**src/rtl/arbitro_rtc_if.sv**
```systemverilog
// Bus bundle between four requesters and the single RTC driver port.
// The master side is the requesters/driver environment; the slave side is the arbiter.
interface arbitro_rtc_if;
    logic [3:0]  req;
    logic [31:0] direc_in;
    logic [31:0] dato_in;
    logic [3:0]  lea_escriba_in;
    logic [3:0]  flag_rtc_in;
    logic        siga;
    logic        tome;
    logic [3:0]  gnt;
    logic [7:0]  direc;
    logic [7:0]  dato;
    logic        lea_escriba;
    logic        flag_rtc;
    logic [3:0]  siga_out;
    logic [3:0]  tome_out;

    modport master (
        output req, direc_in, dato_in, lea_escriba_in, flag_rtc_in, siga, tome,
        input  gnt, direc, dato, lea_escriba, flag_rtc, siga_out, tome_out
    );

    modport slave (
        input  req, direc_in, dato_in, lea_escriba_in, flag_rtc_in, siga, tome,
        output gnt, direc, dato, lea_escriba, flag_rtc, siga_out, tome_out
    );
endinterface

```
**src/rtl/arbitro_rtc.sv**
```systemverilog
// Round-robin arbiter sharing one RTC driver among four requesters, with a
// grant-length watchdog that force-releases and masks a requester that hogs the bus.
module arbitro_rtc #(
    parameter logic [7:0] TIMEOUT = 8'd200
) (
    input  logic           clk,
    input  logic           reset,
    arbitro_rtc_if.slave   bus,
    output logic           ocupado,
    output logic           timeout_err
);

    typedef enum logic [1:0] {IDLE, GRANT, RELEASE} state_t;

    state_t      state;
    state_t      state_next;
    logic [1:0]  winner;
    logic [1:0]  last;
    logic [1:0]  pick;
    logic [1:0]  rr_idx;
    logic        pick_valid;
    logic [3:0]  mask;
    logic [3:0]  avail;
    logic [7:0]  count;
    logic [7:0]  count_inc;
    logic        hit_timeout;
    logic        owner_req;

    assign count_inc   = (count == 8'hFF) ? count : count + 8'd1;
    assign hit_timeout = (count_inc >= TIMEOUT);
    assign owner_req   = bus.req[winner];

    // Scan from last+1 downward in offset so the closest candidate is assigned last and wins.
    always_comb begin
        pick       = 2'd0;
        pick_valid = 1'b0;
        rr_idx     = 2'd0;
        avail      = bus.req & ~mask;
        for (int k = 3; k >= 0; k--) begin
            rr_idx = 2'(last + 2'd1 + 2'(k));
            if (avail[rr_idx]) begin
                pick       = rr_idx;
                pick_valid = 1'b1;
            end
        end
    end

    always_ff @(posedge clk or negedge reset) begin
        if (!reset) begin
            state <= IDLE;
        end else begin
            state <= state_next;
        end
    end

    always_comb begin
        state_next = state;
        case (state)
            IDLE:    if (pick_valid) state_next = GRANT;
            GRANT:   if (!owner_req || hit_timeout) state_next = RELEASE;
            RELEASE: state_next = IDLE;
            default: state_next = IDLE;
        endcase
    end

    always_ff @(posedge clk or negedge reset) begin
        if (!reset) begin
            winner      <= 2'd0;
            last        <= 2'd3;
            mask        <= 4'b0000;
            count       <= 8'd0;
            bus.gnt     <= 4'b0000;
            timeout_err <= 1'b0;
        end else begin
            timeout_err <= 1'b0;
            mask        <= mask & bus.req;
            case (state)
                IDLE: begin
                    count <= 8'd0;
                    if (pick_valid) begin
                        winner  <= pick;
                        last    <= pick;
                        bus.gnt <= 4'(1) << pick;
                    end
                end
                GRANT: begin
                    count <= count_inc;
                    // A voluntary drop takes priority over a simultaneous watchdog hit.
                    if (!owner_req) begin
                        bus.gnt <= 4'b0000;
                    end else if (hit_timeout) begin
                        bus.gnt     <= 4'b0000;
                        timeout_err <= 1'b1;
                        mask        <= (mask & bus.req) | (4'(1) << winner);
                    end
                end
                default: begin
                    count   <= 8'd0;
                    bus.gnt <= 4'b0000;
                end
            endcase
        end
    end

    always_comb begin
        bus.direc       = 8'h00;
        bus.dato        = 8'h00;
        bus.lea_escriba = 1'b0;
        bus.flag_rtc    = 1'b0;
        bus.siga_out    = 4'b1111;
        bus.tome_out    = 4'b0000;
        ocupado         = (state != IDLE);
        if (state == GRANT) begin
            bus.direc            = bus.direc_in[{winner, 3'b000} +: 8];
            bus.dato             = bus.dato_in[{winner, 3'b000} +: 8];
            bus.lea_escriba      = bus.lea_escriba_in[winner];
            bus.flag_rtc         = bus.flag_rtc_in[winner];
            bus.siga_out[winner] = bus.siga;
            bus.tome_out[winner] = bus.tome;
        end
    end

endmodule

```
**src/flat_wrapper.sv**
```systemverilog
// flat-port wrapper written by rule: the top's interface ports become plain ports
module arbitro_rtc_flat 
#(
    parameter logic [7:0] TIMEOUT = 8'd200
)
  (clk, reset, ocupado, timeout_err, bus_req, bus_direc_in, bus_dato_in, bus_lea_escriba_in, bus_flag_rtc_in, bus_siga, bus_tome, bus_gnt, bus_direc, bus_dato, bus_lea_escriba, bus_flag_rtc, bus_siga_out, bus_tome_out);
  arbitro_rtc_if bus_i ();
  input  logic clk;
  input  logic reset;
  output logic ocupado;
  output logic timeout_err;
  input wire logic [$bits(bus_i.req)-1:0] bus_req;
  input wire logic [$bits(bus_i.direc_in)-1:0] bus_direc_in;
  input wire logic [$bits(bus_i.dato_in)-1:0] bus_dato_in;
  input wire logic [$bits(bus_i.lea_escriba_in)-1:0] bus_lea_escriba_in;
  input wire logic [$bits(bus_i.flag_rtc_in)-1:0] bus_flag_rtc_in;
  input wire logic [$bits(bus_i.siga)-1:0] bus_siga;
  input wire logic [$bits(bus_i.tome)-1:0] bus_tome;
  output wire logic [$bits(bus_i.gnt)-1:0] bus_gnt;
  output wire logic [$bits(bus_i.direc)-1:0] bus_direc;
  output wire logic [$bits(bus_i.dato)-1:0] bus_dato;
  output wire logic [$bits(bus_i.lea_escriba)-1:0] bus_lea_escriba;
  output wire logic [$bits(bus_i.flag_rtc)-1:0] bus_flag_rtc;
  output wire logic [$bits(bus_i.siga_out)-1:0] bus_siga_out;
  output wire logic [$bits(bus_i.tome_out)-1:0] bus_tome_out;
  assign bus_i.req = bus_req;
  assign bus_i.direc_in = bus_direc_in;
  assign bus_i.dato_in = bus_dato_in;
  assign bus_i.lea_escriba_in = bus_lea_escriba_in;
  assign bus_i.flag_rtc_in = bus_flag_rtc_in;
  assign bus_i.siga = bus_siga;
  assign bus_i.tome = bus_tome;
  assign bus_gnt = bus_i.gnt;
  assign bus_direc = bus_i.direc;
  assign bus_dato = bus_i.dato;
  assign bus_lea_escriba = bus_i.lea_escriba;
  assign bus_flag_rtc = bus_i.flag_rtc;
  assign bus_siga_out = bus_i.siga_out;
  assign bus_tome_out = bus_i.tome_out;
  arbitro_rtc #(.TIMEOUT(TIMEOUT)) u_core (.clk(clk), .reset(reset), .bus(bus_i), .ocupado(ocupado), .timeout_err(timeout_err));
endmodule
```
**config.mk**
```make
export PLATFORM = sky130hd
export DESIGN_NAME = arbitro_rtc_flat
export DESIGN_NICKNAME = d
export VERILOG_FILES = /design/src/rtl/arbitro_rtc_if.sv /design/src/rtl/arbitro_rtc.sv /design/src/flat_wrapper.sv
export SDC_FILE = /design/constraint.sdc
export NUM_CORES = 1
export LEC_CHECK = 0
export ABC_AREA = 0
export BUFFER_PORTS_ARGS = -buffer_cell sky130_fd_sc_hd__buf_4
export CORE_ASPECT_RATIO = 1.5
export CORE_MARGIN = 1
export CORE_UTILIZATION = 42
export DETAILED_ROUTE_END_ITERATION = 16
export PLACE_DENSITY_LB_ADDON = 0.15
export SLEW_MARGIN = 30
export SYNTH_ARGS = -nofsm -noshare
export SYNTH_HDL_FRONTEND = slang
export SYNTH_SLANG_ARGS = --single-unit
```
**constraint.sdc**
```tcl
create_clock -name clk -period 2.4 [get_ports clk]
set_clock_uncertainty 0.15 [all_clocks]
set_input_delay 0.12 -clock clk [delete_from_list [all_inputs] [get_ports clk]]
set_output_delay 0.12 -clock clk [all_outputs]
set_load 0.01 [all_outputs]
```
==> results.json, run 1 <==
{
  "hpwl_um": 4640,
  "clkLatencyLatePin_ps": 260,
  "syn_inst": 187,
  "synth_warnings": 0,
  "synth_area_leaders": "dfrtp_1, mux4_2, and2_1, nor2_1, nand2_1",
  "post-route-min-period_ps": 2100,
  "nNetsFinal": 385,
  "synthArstFlopShare_pct": 100,
  "drv_slew": 0,
  "cts_hold_buf": 5,
  "tns_ps": 0,
  "grt_pass1_vias": 1953,
  "final_cell_count_no_fill": 349,
  "cts_resized": 0,
  "syn2layout_area_growth_pct": 52.7,
  "r2r_slack_ps": 380,
  "crit_type": "flop to output pin",
  "tritoncts": "built",
  "postCtsSetupBuffers": 0,
  "fillers": 384,
  "cts_max_path_buffers": 2,
  "critical_path_arrival_ps": 1830,
  "dieArea_um2": 4710,
  "reg2reg_depth": 6,
  "dp_cells": 340,
  "critPathMaxFanout": 14,
  "cp.required_ps": 2130,
  "drc": 0,
  "synth_area_um2": 1860,
  "r2r_start": "u_core.count[0]$_DFF_PN0_",
  "numCtsBuffers": 3,
  "layout_common_cells": "buf_4, dfrtp_1, nor2_1, and2_1, mux4_2",
  "routedWlPerCell_um": 16.2,
  "fp.coreArea_um2": 4250,
  "dr.pass1.iters": 4,
  "status": "finished, final reports clean",
  "hold_path_class": "primary input to asynchronous set/reset pin",
  "chipWidth_um": 56.4,
  "die_h_um": 83.5,
  "drive_gt1_share_pct": 49.5,
  "antenna_found_initial": 0,
  "power.leakage_nw": 1.35,
  "overflow": 0,
  "finalSetupViolations": 0,
  "ir_drop_mv": 0.566,
  "ys_seq_area_share_pct": 31.0,
  "r2r_end": "u_core.mask[2]$_DFF_PN0_",
  "relSlewSlack_pct": 69.0,
  "synth.distinct_cells": 50,
  "max_clock_freq_mhz": 475,
  "synth.top_cell.area_share_pct": 28.2,
  "ioPinCount": 112,
  "yosys.area.top_type": "dfrtp_1",
  "critPathLaunchType": "flop",
  "port_buffers": 111,
  "grt_max_degree": 24,
  "drt_iter0_drc": 73,
  "vias": 1957,
  "synth_edf_count": 0,
  "end_kind": "output pin",
  "seqCellArea_um2": 578,
  "initial_core_util_pct": 43.9,
  "ys_ff_latch": 23,
  "wl_um": 5670,
  "vias_per_cell": 5.61,
  "rsz0062_at_grt": "no",
  "period_share_pct": 87.7,
  "track_usage_pct": 25.1,
  "postRouteAntennaNets": 0,
  "htree_levels": 1,
  "p_per_area_nw_per_um2": 894,
  "multi_input_area_um2": 1200,
  "n_antenna_cell": 0,
  "final_common_cell": "buf_4",
  "syn_avg_cell_area_um2": 9.96,
  "tightestPinTransition_ps": 464,
  "cts.sinks": 23,
  "hold_viol": 0,
  "cts_root_buffer": "clkbuf_8",
  "grt_pass1_wl_um": 9310,
  "syn_nets": 268,
  "rows": 29,
  "clkTransAtPathRegs_ps": 80,
  "synthFlopType": "dfrtp_1",
  "place.gp.congestion": 0.772,
  "cap_violations": 0
}
cells in the mapped netlist, types with 2 or more instances:
master,n
and3_1,2
nor2b_1,2
and2_1,19
nor3_1,4
dfstp_2,2
dfrtp_1,21
nand2b_1,6
mux2i_1,2
o21ai_0,8
inv_1,9
clkbuf_1,4
nand4_1,2
nand3_1,4
and2b_1,2
nand2_1,16
a31oi_1,2
and2b_2,2
nor2_1,19
mux4_2,19
a211oi_1,2
o21ai_1,3
and3b_1,2
buf_2,3
or4_4,2
a21oi_1,5
layer usage:
metal | vias to the layer above | global-route usage [%] | part of all wire [%]
met5 | - | 0 | 0
met4 | 0 | 5.76 | 1.1
met3 | 6 | 3.41 | 6.9
met2 | 97 | 48.8 | 56
met1 | 935 | 27.9 | 36
li1 | 919 | - | -
worst max-delay path by stage:
stage                                             from  slack, ps                             to
final                     u_core.winner[0]$_DFFE_PN0P_        300                   bus_direc[2]
after global routing      u_core.winner[0]$_DFFE_PN0P_        200                   bus_direc[2]
after CTS                 u_core.winner[0]$_DFFE_PN0P_        280                   bus_direc[2]
after detailed placement     u_core.count[0]$_DFF_PN0_        390  u_core.bus.gnt[2]$_DFFE_PN0P_
after global placement       u_core.count[0]$_DFF_PN0_        430       u_core.mask[0]$_DFF_PN0_
after floorplan              u_core.count[0]$_DFF_PN0_        500       u_core.mask[0]$_DFF_PN0_
logic make-up after synthesis:
logic type,synth area share [%]
AOI/OAI and AO/OA,11.6
xor gates and xnor gates,0.471
adders and majority gates,0.672
buffers and inverters,4.50
DFF,31.0
muxes,24.1
and+or+nand+nor,27.7
metrics by stage:
stage | power, mW | setup slack [ps] | instance area (µm²) | util [%] | hold WS [ps]
after floorplan | 1.66 | 500 | 1860 | - | -326
after global placement | 2.30 | 426 | 2750 | 64.7 | -123
after detailed placement | 2.33 | 392 | 2750 | 64.7 | -117
after CTS | 2.57 | 276 | 2840 | 67.0 | 136
after global routing | 2.73 | 203 | 2840 | 67.0 | 157
final | 2.54 | 296 | 2840 | 67.0 | 130
report_power, final:
group	leakage [nW]	internal, mW	switching (mW)	total [mW]
registers	0.302	0.494	0.0807	0.574
logic	1.03	0.937	0.792	1.73
clock network	0.0228	0.118	0.118	0.236
registers in the layout, indices dropped and copies added, names as in the netlist:
| name | count |
|---|---|
| u_core.winner | 2 |
| u_core.bus.gnt | 4 |
| u_core.count | 8 |
| u_core.mask | 4 |
| u_core.timeout_err | 1 |
| u_core.state | 2 |
| u_core.last | 2 |
layout make-up:
cell class / count / area share [%]
multi-input combinational: 145 / 42.2
timing repair buffer: 122 / 32.7
sequential: 23 / 20.3
tap: 46 / 2.02
clock buffer: 4 / 1.58
inverter: 9 / 1.19
worst max-delay path: stages (launching register included):
cell     delay (ps)
dfrtp_1         390
buf_4           300
mux4_2          540
and2_1          190
buf_4           150
Note: power is estimated with default switching activity, not from simulation.
==> inputs of run 2 (changes only) <==
--- a/config.mk
+++ b/config.mk
@@ -9,7 +9,7 @@
 export BUFFER_PORTS_ARGS = -buffer_cell sky130_fd_sc_hd__buf_4
 export CORE_ASPECT_RATIO = 1.5
 export CORE_MARGIN = 1
-export CORE_UTILIZATION = 42
+export CORE_UTILIZATION = 30
 export DETAILED_ROUTE_END_ITERATION = 16
 export PLACE_DENSITY_LB_ADDON = 0.15
 export SLEW_MARGIN = 30
==> results.json, run 2 (synthesis gave the netlist of run 1 again) <==
{
  "status": "finished, final reports clean",
  "drc": 0,
  "place.gp.congestion": 0.866,
  "drv_slew": 0,
  "p_clk_share_pct": 9.4,
  "tightestPinTransition_ps": 578,
  "p_comb_share_pct": 68.1,
  "numCtsBuffers": 3,
  "reg2reg_depth": 5,
  "grt_pass1_wl_um": 9140,
  "cap_violations": 0,
  "tritoncts": "built",
  "startpoint": "u_core.winner[0]$_DFFE_PN0P_",
  "max_clock_freq_mhz": 465,
  "drive_gt1_share_pct": 49.5,
  "largest-register": "u_core.count",
  "htree_levels": 1,
  "routedWlPerCell_um": 15.9,
  "ir_drop_mv": 0.384,
  "post-route-min-period_ps": 2150,
  "internal-power_mw": 1.53,
  "syn2layout_area_growth_pct": 53.7,
  "fp.coreArea_um2": 5910,
  "initial_core_util_pct": 31.5,
  "cp.required_ps": 2130,
  "critPathLaunchType": "flop",
  "critical_path_arrival_ps": 1880,
  "power.total_mw": 2.52,
  "fin_ws_ps": 248,
  "n_antenna_cell": 0,
  "hold_path_class": "primary input to asynchronous set/reset pin",
  "die_h_um": 98.5,
  "reg_top3": "u_core.count (8), u_core.bus.gnt (4), u_core.mask (4)",
  "vias": 1927,
  "cts.sinks": 23,
  "relSlewSlack_pct": 61.4,
  "dieArea_um2": 6530,
  "crit_type": "flop to output pin",
  "end_kind": "output pin",
  "critPathMaxFanout": 24,
  "port_buffers": 111,
  "largest_reg_flops": 8,
  "seq_power_share_pct": 22.4,
  "hold_viol": 0,
  "layout_common_cells": "buf_4, dfrtp_1, nor2_1, and2_1, mux4_2",
  "ioPinCount": 112,
  "antenna_found_initial": 0,
  "chipWidth_um": 66.3,
  "clkTransAtPathRegs_ps": 80,
  "vias_per_cell": 5.17,
  "grt_max_degree": 27,
  "track_usage_pct": 18.2,
  "r2r_start": "u_core.count[0]$_DFF_PN0_",
  "p_per_area_nw_per_um2": 880,
  "rows": 34,
  "final_common_cell": "buf_4",
  "place_ws_ps": 400,
  "tns_ps": 0,
  "p_sw_share_pct": 39.4,
  "nNetsFinal": 383,
  "clkLatencyLatePin_ps": 260,
  "cts_resized": 0,
  "p_switching_mw": 0.992,
  "drt_iter0_drc": 70,
  "cts_root_buffer": "clkbuf_8",
  "period_share_pct": 89.7,
  "postRouteAntennaNets": 0,
  "grt_pass1_vias": 1958,
  "wl_um": 5940,
  "dr.pass1.iters": 4,
  "power.leakage_nw": 1.34,
  "cts_max_path_buffers": 2,
  "overflow": 0,
  "finalSetupViolations": 0,
  "hpwl_um": 4830,
  "fin_util_pct": 48.4,
  "rsz0062_at_grt": "no",
  "r2r_end": "u_core.mask[0]$_DFF_PN0_",
  "r2r_slack_ps": 350
}
-- run 2: cell count changes in the layout (fill, tap and decap cells not counted), sizes merged --
cell    delta
clkinv     +1
buf        -2
clkbuf     -1
-- run 2: worst max-delay path: stages, from the launching register on --
cell     delay (ps)
dfrtp_1         370
buf_4           370
mux4_2          560
and2_1          170
buf_4           130
-- run 2: cell type report --
cell class | count | area, µm²
Clock buffer | 3 | 41.3
Tap cell | 72 | 90.1
Fill cell | 559 | 3050
Timing Repair Buffer | 120 | 913
Multi-Input combinational cell | 145 | 1200
Sequential cell | 23 | 578
Clock inverter | 1 | 5.00
Inverter | 9 | 33.8
-- run 2: how the worst max path moves through the flow --
stage / to / slack, ps
after detailed placement: u_core.mask[0]$_DFF_PN0_ / 400
after global routing: bus_direc[1] / 110
after global placement: u_core.mask[0]$_DFF_PN0_ / 460
final: bus_direc[3] / 250
after floorplan: u_core.mask[0]$_DFF_PN0_ / 500
after CTS: bus_direc[3] / 210
-- run 2: what timing repair did --
item | 4_1_cts | 5_1_grt
setup buffers | 0 | 0
hold buffers | 5 | 0
hold endpoints to repair | 27 | 0
-- run 2: stage by stage --
step,cells,hold slack [ps],area (µm²)
finish,373,129,2860
global placement,364,-120,2770
global route,373,148,2860
CTS,373,127,2860
detailed placement,364,-119,2770
floorplan,187,-326,1860
-- run 2: routing by layer --
layer  part of all wire (%)  global-route usage (%)  vias up  routed length [µm]
met1                     35                    18.5      904                2060
met4                    2.5                    7.20        0                 149
met3                    7.2                    3.01       18                 429
met5                      0                       0        -                   0
li1                       -                       -      918                   -
met2                     56                    35.3       87                3300
-- run 2: power groups by stage --
stage	clock [mW]	combinational, mW	sequential [mW]
floorplan	0	1.09	0.567
global placement	0	1.73	0.569
detailed placement	0	1.73	0.574
CTS	0.253	1.74	0.564
global route	0.267	1.88	0.578
finish	0.238	1.72	0.565
